### config.mk
export PLATFORM = sky130hd
export DESIGN_NAME = ps2_host_tx
export DESIGN_NICKNAME = d
export VERILOG_FILES = /design/src/rtl/ps2_host_tx.sv
export SDC_FILE = /design/constraint.sdc
export NUM_CORES = 1
export LEC_CHECK = 0
export ABC_AREA = 1
export CORE_UTILIZATION = 27
export DETAILED_ROUTE_END_ITERATION = 16
export GPL_TIMING_DRIVEN = 0
export SETUP_SLACK_MARGIN = 0.3
export SYNTH_ARGS = -nofsm -noshare
export SYNTH_HDL_FRONTEND = slang
export SYNTH_SLANG_ARGS = --single-unit
### constraint.sdc
create_clock -name clock -period 1.5 [get_ports clock]
set_input_delay 0.15 -clock clock [delete_from_list [all_inputs] [get_ports clock]]
set_output_delay 0.15 -clock clock [all_outputs]
set_load 0.05 [all_outputs]
### src/rtl/ps2_host_tx.sv
// ps2_host_tx: host-to-device PS/2 command transmitter.
// Holds ps2_clock low to inhibit the device, then issues a request-to-send
// (data low, clock released). The device then clocks out the 11-bit frame:
// 8 data bits, odd parity, stop, and finally its own ack bit. Both pins are
// open-drain, so the outputs are "drive low" enables. Incoming pin levels
// are synchronised, and falling edges of the device clock pace the data.
module ps2_host_tx #(
  parameter int INHIBIT_CYCLES = 6000,
  parameter int START_TIMEOUT  = 750000,
  parameter int XFER_TIMEOUT   = 100000
) (
  input  logic       clock,
  input  logic       resetn,
  input  logic [7:0] tx_data,
  input  logic       tx_start,
  input  logic       ps2_clock_in,
  input  logic       ps2_data_in,
  output logic       ps2_clock_oe,
  output logic       ps2_data_oe,
  output logic       tx_busy,
  output logic       tx_done,
  output logic       tx_error
);

  // One shared counter covers the inhibit time and both timeouts. It is
  // sized for the largest of them, so it never wraps.
  localparam int MAX_AB  = (INHIBIT_CYCLES > START_TIMEOUT) ? INHIBIT_CYCLES : START_TIMEOUT;
  localparam int MAX_CYC = (MAX_AB > XFER_TIMEOUT) ? MAX_AB : XFER_TIMEOUT;
  localparam int CNT_W   = $clog2(MAX_CYC + 1);

  localparam logic [CNT_W-1:0] INH_LAST   = CNT_W'(INHIBIT_CYCLES - 1);
  localparam logic [CNT_W-1:0] START_LAST = CNT_W'(START_TIMEOUT - 1);
  localparam logic [CNT_W-1:0] XFER_LAST  = CNT_W'(XFER_TIMEOUT - 1);
  localparam logic [CNT_W-1:0] CNT_ONE    = CNT_W'(1);

  typedef enum logic [2:0] {
    IDLE,
    INHIBIT,
    REQ,
    SHIFT,
    WAIT_IDLE,
    FAIL
  } state_t;

  state_t           state_reg, state_next;
  logic [CNT_W-1:0] cnt_reg, cnt_next;
  logic [3:0]       bit_reg, bit_next;
  logic [9:0]       frame_reg, frame_next;
  logic             data_oe_reg, data_oe_next;
  logic             ack_reg, ack_next;
  logic             started_reg, started_next;
  logic             clk_prev_reg;

  // Bit 0 is the clock pin and bit 1 is the data pin.
  logic [1:0] pin_raw;
  logic [1:0] pin_sync;

  assign pin_raw = {ps2_data_in, ps2_clock_in};

  // Two-flop synchroniser per pin. It resets to 1, which is the idle level
  // of the bus.
  genvar gi;
  generate
    for (gi = 0; gi < 2; gi++) begin : g_sync
      logic meta_reg;
      logic sync_reg;

      // Bring one raw pin into the clock domain.
      always_ff @(posedge clock or negedge resetn) begin
        if (!resetn) begin
          meta_reg <= 1'b1;
          sync_reg <= 1'b1;
        end else begin
          meta_reg <= pin_raw[gi];
          sync_reg <= meta_reg;
        end
      end

      assign pin_sync[gi] = sync_reg;
    end
  endgenerate

  logic clk_sync;
  logic data_sync;
  logic fall_edge;
  logic bus_idle;

  assign clk_sync  = pin_sync[0];
  assign data_sync = pin_sync[1];
  assign fall_edge = clk_prev_reg & ~clk_sync;
  assign bus_idle  = clk_sync & data_sync;

  // Delayed copy of the synchronised clock, used for falling-edge detection.
  always_ff @(posedge clock or negedge resetn) begin
    if (!resetn) begin
      clk_prev_reg <= 1'b1;
    end else begin
      clk_prev_reg <= clk_sync;
    end
  end

  // State register and transfer bookkeeping.
  always_ff @(posedge clock or negedge resetn) begin
    if (!resetn) begin
      state_reg   <= IDLE;
      cnt_reg     <= '0;
      bit_reg     <= '0;
      frame_reg   <= '0;
      data_oe_reg <= 1'b0;
      ack_reg     <= 1'b0;
      started_reg <= 1'b0;
    end else begin
      state_reg   <= state_next;
      cnt_reg     <= cnt_next;
      bit_reg     <= bit_next;
      frame_reg   <= frame_next;
      data_oe_reg <= data_oe_next;
      ack_reg     <= ack_next;
      started_reg <= started_next;
    end
  end

  // Next-state logic: phase sequencing, bit shifting, ack capture and timeouts.
  always_comb begin
    state_next   = state_reg;
    cnt_next     = cnt_reg;
    bit_next     = bit_reg;
    frame_next   = frame_reg;
    data_oe_next = data_oe_reg;
    ack_next     = ack_reg;
    started_next = started_reg;

    case (state_reg)
      IDLE: begin
        data_oe_next = 1'b0;
        if (tx_start) begin
          frame_next = {1'b1, ~^tx_data, tx_data};
          cnt_next   = '0;
          state_next = INHIBIT;
        end
      end

      INHIBIT: begin
        if (cnt_reg == INH_LAST) begin
          cnt_next   = '0;
          state_next = REQ;
        end else begin
          cnt_next = cnt_reg + CNT_ONE;
        end
      end

      REQ: begin
        // The start bit is a driven-low data line. It stays low until
        // the device's first falling edge.
        data_oe_next = 1'b1;
        bit_next     = '0;
        cnt_next     = '0;
        started_next = 1'b0;
        ack_next     = 1'b0;
        state_next   = SHIFT;
      end

      SHIFT: begin
        if (!started_reg) begin
          // Wait for the device to start clocking.
          if (fall_edge) begin
            started_next = 1'b1;
            cnt_next     = CNT_ONE;
            data_oe_next = ~frame_reg[0];
            bit_next     = 4'd1;
          end else if (cnt_reg == START_LAST) begin
            state_next = FAIL;
          end else begin
            cnt_next = cnt_reg + CNT_ONE;
          end
        end else if (cnt_reg == XFER_LAST) begin
          state_next = FAIL;
        end else begin
          cnt_next = cnt_reg + CNT_ONE;
          if (fall_edge) begin
            if (bit_reg == 4'd10) begin
              // 11th edge: the device answers by holding data low.
              ack_next     = ~data_sync;
              data_oe_next = 1'b0;
              state_next   = WAIT_IDLE;
            end else begin
              data_oe_next = ~frame_reg[bit_reg];
              bit_next     = bit_reg + 4'd1;
            end
          end
        end
      end

      WAIT_IDLE: begin
        data_oe_next = 1'b0;
        if (bus_idle) begin
          state_next = IDLE;
        end else if (cnt_reg == XFER_LAST) begin
          state_next = FAIL;
        end else begin
          cnt_next = cnt_reg + CNT_ONE;
        end
      end

      FAIL: begin
        data_oe_next = 1'b0;
        state_next   = IDLE;
      end

      default: begin
        state_next = IDLE;
      end
    endcase
  end

  // Pin enables and status flags, decoded from state so reset releases
  // the bus at once.
  always_comb begin
    ps2_clock_oe = (state_reg == INHIBIT) || (state_reg == REQ);
    ps2_data_oe  = (state_reg == REQ) || ((state_reg == SHIFT) && data_oe_reg);
    tx_done      = (state_reg == FAIL) || ((state_reg == WAIT_IDLE) && bus_idle);
    tx_error     = (state_reg == FAIL) || ((state_reg == WAIT_IDLE) && bus_idle && ~ack_reg);
    tx_busy      = (state_reg != IDLE) && !tx_done;
  end

endmodule
==> flow_summary.ini <==
[outcome]
status = finished with violations
violations = setup timing

[worst_setup_path]
crit_path_end_kind = register
cp.required_ps = 1690
crit_arrival_ps = 2090
rrSetupSlack_ps = -410
start_kind = register
worstSetupPathType = register to register
critPathMaxFanout = 6

[timing]
skew_ps = 5.356
worst_pin_slew_ps = 526.2
rsz0062_at_grt = true
slew_headroom = 0.6492
hold_ws_ps = 264.7
min_period_over_period = 1.272
fin_ws_ps = -407.8
post-route-min-period_ps = 1908
hold_viol_final = 0
setup_viol = 39
drv_slew = 0
fmax_mhz = 524.2

[final_layout]
syn_to_final_growth_pct = 59.70
largest_reg_flops = 20
fillCellCount = 1016
final_nets = 549
antenna_cells = 0
drive_gt1_frac = 0.5131
fin_util = 0.4422
finalNonFillerCells = 677

[clocking]
clock-root-buffer = clkbuf_16
cts_tree = yes
h-tree-depth = 2
clk_pin_slew_ps = 70
cts_buffers = 5
cts_max_path_buffers = 2
clock_latency_ps = 290
cts_sinks = 45

[placement]
place_inst = 598
dp.final_hpwl_um = 5707
portBuffers = 17
post-place-ws_ps = -468.9
place_congestion = 0.8630

[synthesis]
syn_avg_cell_area_um2 = 7.204
syn-num-nets = 453
netlist.area_leader.share = 0.3180
synthTopCellsByArea = dfrtp_1 32%, nand2_1 13%, nand3_1 7.6%
synth-seq-cells = 45
synth.distinct_cells = 33
synth_edf_count = 0
synth_area_mm2 = 0.003148
yosysWarnings = 0
synth-seq-area-share = 0.3597
synth.most_common_cell = nand2_1
synth_top_cell_by_area = dfrtp_1
syn_inst = 437
synthArstFlopShare = 1.000
synth_common_cells = 112 x nand2_1, 57 x nor2_1, 48 x inv_1, 48 x nand3_1, 40 x dfrtp_1
synth_top_flop_cell = dfrtp_1

[hold_path]
hold_class = primary input to register

[detailed_routing]
drt_first_pass_iters = 4
wl_per_cell_um = 15.17
drc = 0
via_count = 3342
initialDrtViolationCount = 230
routed_wl_um = 10270
antenna_left = 0
viasPerCell = 4.936

[global_routing]
grt_max_degree = 26
grtUsageTotal = 0.1530
grt_pass1_vias = 2929
grt_pass1_wl_um = 14570
antenna_found_initial = 0
gr-total-overflow = 0

[pwr]
max-vdd-ir-drop_uv = 1408
power.density_mw_per_mm2 = 1557
finalPower_mw = 7.826
p_leak_nw = 2.258

[floorplanning]
start_util = 0.2769
die_area_mm2 = 0.01210
die_h_um = 110.0
core-area_mm2 = 0.01137
die_w_um = 110.0
rows = 39
ios = 18

[job]
drv_cap = 0
## final cells by class
cell class | count | area (um^2) | area share
timing repair buffer | 89 | 860.8 | 0.1712
buffer | 10 | 121.4 | 0.02414
clock buffer | 5 | 125.1 | 0.02489
tap | 143 | 178.9 | 0.03559
multi-input combinational | 328 | 2357 | 0.4689
clock inverter | 3 | 26.28 | 0.005226
sequential | 45 | 1144 | 0.2275
inverter | 54 | 214.0 | 0.04256
## worst paths after layout
check                      depth (start not counted)                 end                from
max                                               11          cnt_reg[3]         cnt_reg[14]
min                                                1  g_sync[0].meta_reg        ps2_clock_in
max reg2reg                                       11          cnt_reg[3]         cnt_reg[14]
min reg2reg                                        0           data_sync  g_sync[1].meta_reg
max in group asynchronous                          3            clk_sync              resetn
min in group asynchronous                          2          bit_reg[3]              resetn
## where the power goes
group	internal, mW	switching, mW
registers	1.45	0.175
logic	2.23	2.80
clock network	0.637	0.533
total	4.31	3.51
## cell usage in the layout (no fill, tap or decap), types with 4 or more instances in the layout
master / netlist / final
nand2_1: 112 / 77
buf_4: 2 / 48
inv_1: 48 / 35
nor2_1: 57 / 32
dfrtp_1: 40 / 31
nand2_2: 7 / 30
buf_6: 3 / 28
nor2_4: 6 / 24
nand3_1: 48 / 23
nand3_2: 3 / 21
nor2_2: 9 / 16
inv_2: 6 / 15
nand2_4: 3 / 13
clkdlybuf4s50_1: 0 / 11
o21ai_2: 5 / 10
dfrtp_2: 0 / 9
xor2_1: 8 / 8
xnor2_1: 8 / 8
nand3_4: 0 / 7
a21oi_1: 15 / 7
o21ai_0: 15 / 7
mux2_4: 0 / 7
a21oi_2: 0 / 6
clkbuf_16: 0 / 6
dfstp_2: 5 / 5
nand4_1: 4 / 4
buf_12: 0 / 4
o21ai_1: 3 / 4
## metal layers
metal,GRT usage,wire length (um),vias to the layer above
met5,0,0,-
met4,0.04190,246,0
met3,0.01999,550,20
met2,0.2621,5259,119
met1,0.2013,4215,1617
li1,-,-,1586
## what timing repair did
item,CTS,global route
hold buffers,1,0
hold endpoints to repair,20,0
gates resized for setup,153,84
gates cloned,3,1
buffers inserted,47,19
setup endpoints to repair,45,44
pin swaps,43,44
## worst max-delay path: stages, from the launching register on
cell and delay (ps):
dfrtp_1 430, inv_2 110, nand2_1 70, nor2_1 220, nand3_2 160, nor2_4 270
buf_4 170, nand3_4 70, inv_1 70, nor2_1 40, nor2_1 130, nor2_2 60
## logic make-up (layout without fill, tap and decap cells)
logic type | count (synthesis) | count (layout) | share of synthesized area
simple gates | 259 | 259 | 0.3911
buf+inv | 64 | 161 | 0.09022
flops | 45 | 45 | 0.3597
compound gates | 43 | 43 | 0.07750
xor+xnor | 16 | 16 | 0.04452
mux | 7 | 7 | 0.02504
fa+ha+maj | 3 | 3 | 0.01192
## metrics by stage
| stage | area (um^2) | setup TNS [ps] |
|---|---|---|
| floorplan | 3211 | -642.7 |
| global placement | 3560 | -51210 |
| detailed placement | 3575 | -9456 |
| CTS | 4566 | -3847 |
| global route | 5027 | -10290 |
| finish | 5027 | -7746 |
Power figures use the tool's default switching activity.
